--- config.mk ---
export PLATFORM = sky130hd
export DESIGN_NAME = cache_ctrl_wb
export DESIGN_NICKNAME = d
export VERILOG_FILES = /design/src/rtl/cache_ctrl_wb.sv
export SDC_FILE = /design/constraint.sdc
export NUM_CORES = 1
export LEC_CHECK = 0
export ABC_CLOCK_PERIOD_IN_PS = 3100
export CAP_MARGIN = 20
export CORE_MARGIN = 5
export CORE_UTILIZATION = 44
export CTS_CLUSTER_DIAMETER = 30
export DETAILED_ROUTE_END_ITERATION = 10
export GPL_ROUTABILITY_DRIVEN = 1
export PLACE_DENSITY = 0.87
export SYNTH_ARGS = -nofsm -noshare
export SYNTH_HDL_FRONTEND = slang
export SYNTH_SLANG_ARGS = --single-unit
--- constraint.sdc ---
create_clock -name clk -period 3.1 [get_ports clk]
set_input_delay 0.93 -clock clk [delete_from_list [all_inputs] [get_ports clk]]
set_output_delay 0.93 -clock clk [all_outputs]
set_load 0.01 [all_outputs]
--- src/rtl/cache_ctrl_wb.sv ---
// cache_ctrl_wb
//   Write-back, direct-mapped cache controller FSM between a CPU memory port,
//   a cache data/tag array and a fixed-latency main memory. The line size
//   and the memory latency are parameters. The CPU request is latched when it
//   is accepted. Rd and Wr asserted together go to an error state. Hit, miss
//   and write-back events are counted in saturating counters.
//
// Ports
//   clk, rst                 clock, synchronous active-high reset
//   Rd, Wr, addr, data_input CPU request (sampled only in IDLE)
//   done, ch, stall, errCtrl CPU status: op complete, cache hit, stall, error
//   enable, comp, write_c,   cache array controls and request fields
//   valid_in, tag_in, index,
//   offset, data_in
//   hit, valid, dirty,       cache array response
//   tag_out, data_out
//   wr_m, rd_m, addr_m,      main memory request
//   data_in_m
//   data_out_m               main memory read data, MEM_LAT cycles after rd_m
//   hit_cnt, miss_cnt,       saturating event counters
//   wb_cnt
module cache_ctrl_wb #(
    parameter int TAG_W    = 5,
    parameter int INDEX_W  = 8,
    parameter int OFFSET_W = 3,
    parameter int DATA_W   = 16,
    parameter int MEM_LAT  = 2,
    parameter int CNT_W    = 16,
    parameter int ADDR_W   = TAG_W + INDEX_W + OFFSET_W
) (
    input  logic                clk,
    input  logic                rst,
    input  logic                Rd,
    input  logic                Wr,
    input  logic [ADDR_W-1:0]   addr,
    input  logic [DATA_W-1:0]   data_input,
    output logic                done,
    output logic                ch,
    output logic                stall,
    output logic                errCtrl,
    output logic                enable,
    output logic                comp,
    output logic                write_c,
    output logic                valid_in,
    output logic [TAG_W-1:0]    tag_in,
    output logic [INDEX_W-1:0]  index,
    output logic [OFFSET_W-1:0] offset,
    output logic [DATA_W-1:0]   data_in,
    input  logic                hit,
    input  logic                valid,
    input  logic                dirty,
    input  logic [TAG_W-1:0]    tag_out,
    input  logic [DATA_W-1:0]   data_out,
    output logic                wr_m,
    output logic                rd_m,
    output logic [ADDR_W-1:0]   addr_m,
    output logic [DATA_W-1:0]   data_in_m,
    input  logic [DATA_W-1:0]   data_out_m,
    output logic [CNT_W-1:0]    hit_cnt,
    output logic [CNT_W-1:0]    miss_cnt,
    output logic [CNT_W-1:0]    wb_cnt
);

    // Word-within-line index width and the length of the refill phase.
    localparam int WI_W     = OFFSET_W - 1;
    localparam int WORDS    = 1 << WI_W;
    localparam int FILL_LEN = WORDS + MEM_LAT;
    localparam int CW       = $clog2(FILL_LEN) + 1;

    localparam logic [CW-1:0] WB_LAST   = CW'(WORDS - 1);
    localparam logic [CW-1:0] GAP_LAST  = CW'(MEM_LAT - 1);
    localparam logic [CW-1:0] FILL_LAST = CW'(FILL_LEN - 1);
    localparam logic [CW-1:0] WORDS_C   = CW'(WORDS);
    localparam logic [CW-1:0] LAT_C     = CW'(MEM_LAT);

    typedef enum logic [2:0] {
        IDLE, ERR, COMP, WB, WB_GAP, FILL, MERGE, DONE
    } state_t;

    state_t              state_q, state_d;
    logic [CW-1:0]       cnt_q, cnt_d;
    logic [ADDR_W-1:0]   addr_q, addr_d;
    logic [DATA_W-1:0]   data_q, data_d;
    logic                iswr_q, iswr_d;
    logic [CNT_W-1:0]    hit_cnt_q, hit_cnt_d;
    logic [CNT_W-1:0]    miss_cnt_q, miss_cnt_d;
    logic [CNT_W-1:0]    wb_cnt_q, wb_cnt_d;

    logic [TAG_W-1:0]    tag_lat;
    logic [INDEX_W-1:0]  idx_lat;
    logic [OFFSET_W-1:0] off_lat;

    assign tag_lat = addr_q[ADDR_W-1 -: TAG_W];
    assign idx_lat = addr_q[OFFSET_W+INDEX_W-1 -: INDEX_W];
    assign off_lat = addr_q[OFFSET_W-1:0];

    assign hit_cnt  = hit_cnt_q;
    assign miss_cnt = miss_cnt_q;
    assign wb_cnt   = wb_cnt_q;

    // Counter increment that holds at the all-ones value.
    function automatic logic [CNT_W-1:0] sat_inc(input logic [CNT_W-1:0] v);
        return (&v) ? v : v + CNT_W'(1);
    endfunction

    always_ff @(posedge clk) begin
        if (rst) begin
            state_q    <= IDLE;
            cnt_q      <= '0;
            addr_q     <= '0;
            data_q     <= '0;
            iswr_q     <= 1'b0;
            hit_cnt_q  <= '0;
            miss_cnt_q <= '0;
            wb_cnt_q   <= '0;
        end else begin
            state_q    <= state_d;
            cnt_q      <= cnt_d;
            addr_q     <= addr_d;
            data_q     <= data_d;
            iswr_q     <= iswr_d;
            hit_cnt_q  <= hit_cnt_d;
            miss_cnt_q <= miss_cnt_d;
            wb_cnt_q   <= wb_cnt_d;
        end
    end

    always_comb begin
        state_d    = state_q;
        cnt_d      = cnt_q;
        addr_d     = addr_q;
        data_d     = data_q;
        iswr_d     = iswr_q;
        hit_cnt_d  = hit_cnt_q;
        miss_cnt_d = miss_cnt_q;
        wb_cnt_d   = wb_cnt_q;

        done      = 1'b0;
        ch        = 1'b0;
        stall     = 1'b1;
        errCtrl   = 1'b0;
        enable    = 1'b0;
        comp      = 1'b0;
        write_c   = 1'b0;
        valid_in  = 1'b0;
        tag_in    = tag_lat;
        index     = idx_lat;
        offset    = off_lat;
        data_in   = data_q;
        wr_m      = 1'b0;
        rd_m      = 1'b0;
        addr_m    = '0;
        data_in_m = data_out;

        case (state_q)
            IDLE: begin
                stall  = 1'b0;
                tag_in = addr[ADDR_W-1 -: TAG_W];
                index  = addr[OFFSET_W+INDEX_W-1 -: INDEX_W];
                offset = addr[OFFSET_W-1:0];
                cnt_d  = '0;
                if (Rd ^ Wr) begin
                    addr_d  = addr;
                    data_d  = data_input;
                    iswr_d  = Wr;
                    state_d = COMP;
                end else if (Rd && Wr) begin
                    state_d = ERR;
                end
            end

            COMP: begin
                enable  = 1'b1;
                comp    = 1'b1;
                write_c = iswr_q;
                cnt_d   = '0;
                if (hit && valid) begin
                    done      = 1'b1;
                    ch        = 1'b1;
                    hit_cnt_d = sat_inc(hit_cnt_q);
                    state_d   = IDLE;
                end else begin
                    miss_cnt_d = sat_inc(miss_cnt_q);
                    if (valid && dirty) begin
                        wb_cnt_d = sat_inc(wb_cnt_q);
                        state_d  = WB;
                    end else begin
                        state_d = FILL;
                    end
                end
            end

            // Victim line is streamed out one word per cycle, addressed by the
            // victim's own tag rather than the request tag.
            WB: begin
                enable = 1'b1;
                offset = {cnt_q[WI_W-1:0], 1'b0};
                wr_m   = 1'b1;
                addr_m = {tag_out, idx_lat, cnt_q[WI_W-1:0], 1'b0};
                if (cnt_q == WB_LAST) begin
                    cnt_d   = '0;
                    state_d = WB_GAP;
                end else begin
                    cnt_d = cnt_q + CW'(1);
                end
            end

            // Let the memory drain the last write before reads are issued.
            WB_GAP: begin
                if (cnt_q == GAP_LAST) begin
                    cnt_d   = '0;
                    state_d = FILL;
                end else begin
                    cnt_d = cnt_q + CW'(1);
                end
            end

            // Reads go out on k < WORDS; the word read at cycle k returns at
            // k + MEM_LAT, so the cache write side trails by MEM_LAT cycles.
            FILL: begin
                if (cnt_q < WORDS_C) begin
                    rd_m   = 1'b1;
                    addr_m = {tag_lat, idx_lat, cnt_q[WI_W-1:0], 1'b0};
                end
                if (cnt_q >= LAT_C) begin
                    enable   = 1'b1;
                    write_c  = 1'b1;
                    valid_in = 1'b1;
                    offset   = {WI_W'(cnt_q - LAT_C), 1'b0};
                    data_in  = data_out_m;
                end
                if (cnt_q == FILL_LAST) begin
                    cnt_d   = '0;
                    state_d = iswr_q ? MERGE : DONE;
                end else begin
                    cnt_d = cnt_q + CW'(1);
                end
            end

            // Compare-write of the CPU word into the fresh line marks it dirty.
            MERGE: begin
                enable   = 1'b1;
                comp     = 1'b1;
                write_c  = 1'b1;
                valid_in = 1'b1;
                state_d  = DONE;
            end

            DONE: begin
                enable  = 1'b1;
                comp    = 1'b1;
                done    = 1'b1;
                state_d = IDLE;
            end

            // ERR and any unreachable encoding.
            default: begin
                errCtrl = 1'b1;
                state_d = IDLE;
            end
        endcase
    end

endmodule
# After elaboration in Yosys (flattened, before gate mapping)
# Index checks and enable logic that the tools add are counted.
# totals
register_bits,88
in_bits,76
output_inout_bits,122
wordCells,84
# classes
add_sub_neg,5
n_lt_le_gt_ge,2
eq_ne,13
n_mux,34
bitwise_logic,5
n_reduce_logical,17
# op_table
operator,n
"adder 16 x 1 -> 16 bit, second input constant",3
2-to-1 mux 16 bit,3
AND reduction 16 bit,3
one-hot mux 16 bit (2 select lines),1
2-to-1 mux 3 bit,8
one-hot mux 3 bit (6 select lines),1
one-hot mux 4 bit (4 select lines),1
"equality test 3 bit, second input constant",4
2-to-1 mux 4 bit,3
2-to-1 mux 1 bit,10
one-hot mux 3 bit (3 select lines),1
2-to-1 mux 8 bit,1
AND reduction 4 bit,2
OR reduction 7 bit,1
"equality test 3 x 2 -> 1 bit, second input constant",2
"inequality test 2 bit, second input constant",3
one-hot mux 1 bit (2 select lines),3
AND reduction 3 bit,2
2-to-1 mux 5 bit,1
"adder 4 x 1 -> 4 bit, second input constant",1
"equality test 4 x 1 -> 1 bit, second input constant",1
"equality test 4 x 2 -> 1 bit, second input constant",1
"equality test 4 x 3 -> 1 bit, second input constant",1
"greater-or-equal comparator 4 x 2 -> 1 bit, second input constant",1
13 further kinds,18

# Logic depth before layout (Yosys ltp)
# Gate-level depths: netlist of run 1.
# logic_depth
ltp_word,4
depth_mapped,7
ltp_nobuf,6

# Worst setup path before layout of run 1
# Ideal clock, no wire load.
# synth_timing
path_type,register to output
from,register state_q[0]
to,output port data_in[10]
t_arrival_ps,1899
required_time_ps,2170
setup_slack_ps,271
path_stages_with_launch,7
path_buffers,3
path_cell_list,dfxtp_1 > clkbuf_1 > nand2b_1 > nor3b_1 > buf_2 > buf_1 > mux2_2
# synth_via
elab_chain_cells,2
# synth_lines
item,line_no,text
start: declaration,80,"state_t state_q, state_d;"
start signal: assignment,117,state_q <= state_d;
equality test 3 bit,155,case (state_q)
2-to-1 mux 16 bit,155,
end: declaration,48,"output logic [DATA_W-1:0] data_in,"
# Every way passes these cells.

# Worst setup path after layout of run 1
# layout_timing
from,register state_q[1]
to,output port addr_m[6]
# layout_via
elab_chain_cells,2
elab_cells_between_ends,3
cone_classes,eq/ne: 2; mux: 1
# layout_lines
item,line_no,text
equality test 3 bit / equality test 3 x 2 -> 1 bit (equally long branches),155,
one-hot mux 16 bit (2 select lines) *,155,
end: declaration,56,"output logic [ADDR_W-1:0] addr_m,"
# Every way passes the cells marked *; elsewhere a longest branch is shown, timed or not.

==> impl_summary.md, run 1 <==
Status
The run finished with clean final reports.

Synth
The share of synthesized area in the top cell type comes to 0.356. Counting every net in the synthesized netlist gives between 700 and 800. The number of distinct library cells after synthesis is 52. Of all flip-flops after synthesis, the portion carrying an async set or reset was 0. Synthesis produced 619 cells. The count of flip-flops with a built-in enable after synthesis is 0. The proportion of synthesized chip area in sequential cells is 0.356. The cell taking the most area after synthesis is sky130_fd_sc_hd__dfxtp_1. The synthesized area per cell is between 7 and 8 um2. The number of warning messages in the yosys log is 0. Ranked by total cell area, the synthesized netlist is headed by sky130_fd_sc_hd__dfxtp_1 36%, sky130_fd_sc_hd__mux2_2 8.2%, sky130_fd_sc_hd__nand2_1 7.4%, sky130_fd_sc_hd__a21oi_1 7.2%, sky130_fd_sc_hd__or4_1 3.8%. The synthesized netlist occupies a cell area of 4950 um2. The flop and latch count out of synthesis is 88.

The most used flip-flop cell after synthesis is sky130_fd_sc_hd__dfxtp_1.

Cells and area
The area growth from synthesis to final layout is 44.8%. The count of cells in the finished layout, fillers not included, comes to 921. The repair_antennas step left the layout with diodes totalling 0. In the final design database the tool counted 858 nets. With fillers left out, the area of the finished cells amounts to 7170 um2. The layout has 878 filler cells. The flip-flop and latch area is 1770 um2.

The multi-input combinational cells in the finished layout cover a total of 2890 um2. The fraction of layout instances using a drive strength above 1 is 0.149.

Power
The areal power density over the cells is slightly below 600 nW/um2. The analysis attributes to cell leakage a power of 2.86 nW. IR analysis of the VDD net gives a maximum drop of 0.402 mV.

GRT
The overflow left after global routing is 0. In the global route stage, overall resource usage came out at 0.220. The initial antenna violation count is 0. For met2 alone, demand over resource in global routing was 0.395. The via count of the first global-routing pass is around 5100. The global-route wire length before repair is 24400 um. The most used routing layer is met2. The fraction of met3 tracks used by global routing is 0.0423. The pin count of the biggest net entering global routing is 54. For this run, global-route usage on met1 was measured as 0.262.

Placement
The placed instances occupy a cell area of 6710 um2. The HPWL after detailed placement is 10800 um. The count of buffers added on input and output ports is 164. At the end of routability-driven placement, the weighted congestion stood at 0.878. The number of instances in the placed design is 892.

Timing
The final max-slew violation count is 0. The fraction of the cycle the final worst path needs is 0.989. Static timing analysis puts the maximum clock frequency at between 300 and 400 MHz. Counting I/O delays and the setup requirement, the final critical path takes 3.07 ns. The final hold violation count is 0. Measured against its own limit, the worst slew margin works out to 0.524. The measured slew at the worst slew-check pin is 0.708 ns. Setup repair after global routing could not meet its margin everywhere. The number of endpoints failing setup at the final stage is 0. Clock skew on the completed layout was measured at 0.00879 ns.

Drt
Dividing the detail-routed via count by the number of cells gives roughly 5.7. The detailed router finished its first iteration with 524 violations. The detail route stage leaves a number of antenna-violating nets equal to 0. The first detailed-routing pass took 5 iterations. Across all layers, the routed design uses ~5200 vias. In the final routed layout, each cell accounts on average for 16.4 um.

The post-detailed-route DRC marker count is 0. The total length of routed wires is 15100 um.

Critical path
The launch point of the worst reg-to-reg path is state_q[0]. In this run the critical register-to-register path is captured at hit_cnt[13]. The worst reg-to-reg path cell count is 5. The arrival time of data at the critical path endpoint is ~2.1 ns. The kind of cell with the highest combined delay along the critical path is buffers and inverters. The path type of the worst setup path is flip-flop to output pin.

Across all register-to-register paths, the minimum setup slack is 0.66 ns. The maximum single-stage delay on the critical path is 0.35 ns. The element type at the critical path start is a flip-flop. The most repeated library cell on the critical path is sky130_fd_sc_hd__buf_4.

At the worst endpoint, the required time is 2.17 ns. The critical path contains buffers and inverters numbering 5 combined. The capturing element type of the critical path is an output pin.

The slowest stage cell on the critical path is sky130_fd_sc_hd__dfxtp_2. The worst-path maximum fanout is 5. The first element of the critical path is state_q[1].

Walking the worst path, the cells encountered are nand2b_4 -> buf_4 -> nor4b_4 -> buf_4 -> or2_4 -> buf_4 -> buf_4 -> and2_1 -> clkdlybuf4s15_2.

Floorplan
The initial core utilization is 0.453. The floorplan step set the die height to 116 um. During I/O placement, the number of pins put on the boundary was 198. The die covers 13500 um2. The number of rows created at floorplan is 38. The die extent in x is 116 um. The core region is 10900 um2.

Clocking
The number of buffers added by the clock tree synthesis step is 9. CTS placed an instance of sky130_fd_sc_hd__clkbuf_16 at the clock tree root. The clock-pin slew of the registers on the worst-case setup and hold paths is 0.06 ns. The source-to-sink clock delay at the later pin of the worst-skew pair is about 0.33 ns. The CTS H-tree depth is 3. The number of buffers inserted by hold repair at cts is 0. The worst-case clock buffer depth is 2. The TritonCTS clock tree is yes. The number of sinks driven by the clock tree is 88.

Worst hold path
The cell depth of the worst min-delay path is 2. The path class of the lowest-slack min-delay path is flip-flop to flip-flop. For hold timing, the worst endpoint is data_q[6].

The startpoint of the worst hold path is data_q[6].

Run
Across the run, the number of max-cap violations was 0.
==> how the worst max path moves through the flow <==
stage / endpoint / slack, ns / cells after the start
finish: addr_m[6] / 0.03 / 9
global route: addr_m[3] / -0.05 / 9
CTS: done / 0.02 / 4
detailed placement: offset[0] / -0.18 / 6
global placement: offset[0] / -0.15 / 6
floorplan: data_in[10] / 0.27 / 6
==> placed cells by master, fill, tap and decap left out, types with 4 or more instances in the layout <==
master and count:
sky130_fd_sc_hd__clkdlybuf4s50_1 127, sky130_fd_sc_hd__nand2_1 97, sky130_fd_sc_hd__dfxtp_1 85, sky130_fd_sc_hd__a21oi_1 71, sky130_fd_sc_hd__buf_4 37, sky130_fd_sc_hd__mux2_2 36
sky130_fd_sc_hd__nor2_1 27, sky130_fd_sc_hd__or4_1 25, sky130_fd_sc_hd__o31ai_1 23, sky130_fd_sc_hd__nand3_1 20, sky130_fd_sc_hd__dlymetal6s2s_1 16, sky130_fd_sc_hd__and2_1 15
sky130_fd_sc_hd__nand4_1 15, sky130_fd_sc_hd__inv_1 14, sky130_fd_sc_hd__dlygate4sd2_1 14, sky130_fd_sc_hd__o21ai_0 13, sky130_fd_sc_hd__nor2b_1 13, sky130_fd_sc_hd__nor4_1 11
sky130_fd_sc_hd__or3_1 9, sky130_fd_sc_hd__clkbuf_16 9, sky130_fd_sc_hd__a22o_1 6, sky130_fd_sc_hd__ha_1 6, sky130_fd_sc_hd__or2_2 4, sky130_fd_sc_hd__nand2b_1 4
sky130_fd_sc_hd__o21bai_1 4, sky130_fd_sc_hd__nor3_1 4, sky130_fd_sc_hd__and4_1 4, sky130_fd_sc_hd__o41ai_1 4
==> sequential cells by signal, summed over array words and instances, names as in the netlist <==
register / cells
miss_cnt: 16
cnt_q: 4
data_q: 16
state_q: 3
wb_cnt: 16
addr_q: 16
iswr_q: 1
hit_cnt: 16
==> stage by stage <==
| step | hold slack (ns) | util | TNS (ns) | power, mW | setup WS (ns) |
|---|---|---|---|---|---|
| 6_report | 0.456 | 0.655 | 0 | 4.22 | 0.0343 |
| 5_1_grt | 0.483 | 0.655 | -0.279 | 4.46 | -0.0486 |
| 2_1_floorplan | 0.431 | - | 0 | 2.30 | 0.271 |
| 4_1_cts | 0.457 | 0.650 | 0 | 4.23 | 0.0232 |
| 3_5_place_dp | 0.448 | 0.614 | -0.178 | 3.07 | -0.178 |
| 3_3_place_gp | 0.439 | 0.614 | -0.149 | 3.02 | -0.149 |
==> area by class of cell <==
cell class                      instances  share of cell area
Timing Repair Buffer                  204               0.276
Tap cell                              140              0.0244
Clock inverter                          3             0.00559
Clock buffer                           13              0.0363
Multi-Input combinational cell        459               0.404
Inverter                               14             0.00733
Sequential cell                        88               0.246
==> logic make-up after synthesis <==
kind of cell               share of synthesized area
buffers and inverters                         0.0708
AOI/OAI and AO/OA                              0.177
and+or+nand+nor                                0.286
xor gates and xnor gates                     0.00177
adders and majority gates                     0.0152
DFF                                            0.356
other                                       0.000757
muxes                                         0.0927
==> Yosys cell counts (all sizes together) (3+ instances only) <==
cell type,count
nand3,20
and4,4
clkbuf,34
nor2,27
or4,25
o31ai,23
a31oi,3
a21oi,71
dfxtp,88
nand2,97
or3,9
and2,15
o21ai,13
nor3,7
nor4,12
and3b,3
a211oi,3
nand2b,5
nor4b,4
inv,14
nand4,15
or2,5
ha,6
buf,25
nor2b,13
o41ai,4
or3b,3
o311ai,3
a22o,6
mux2,39
o21bai,4
==> report_power, final <==
group / internal [mW] / total [mW] / switching, mW / leakage [nW]
sequential: 1.27 / 1.38 / 0.113 / 0.715
clock: 0.667 / 1.10 / 0.430 / 0.150
combinational: 0.913 / 1.74 / 0.828 / 2.00
total: 2.85 / 4.22 / 1.37 / 2.86
==> per-layer routing <==
| metal | vias up | wire length (um) |
|---|---|---|
| met1 | 2465 | 6020 |
| met4 | 0 | 351 |
| met2 | 173 | 7820 |
| li1 | 2540 | - |
| met5 | - | 0 |
| met3 | 30 | 869 |
==> worst min-delay path: cells and delay by family, from the launching register on <==
family,cells,cell delay [ns]
AO/OA/AOI/OAI,1,0.05
flip-flops,1,0.31
AND/OR/NAND/NOR,1,0.05
==> repair_timing <==
item / 4_1_cts / 5_1_grt
gates resized for setup: 36 / 22
endpoints found under the setup margin: 35 / 36
setup buffers: 9 / 3
cloned: 1 / 0
pin swaps: 4 / 1
No activity file was read; power rests on OpenSTA's default activity.
==> inputs of run 2 (changes only) <==
Settings changed: HOLD_SLACK_MARGIN set to 0.05.
==> results of run 2 <==
Final layout, timing and power as in run 1 (identical DEF).
==> inputs of run 3 (changes only) <==
Settings changed: HOLD_SLACK_MARGIN 0.05 to 0.1.
==> results of run 3 <==
Final layout, timing and power as in run 1 (identical DEF).
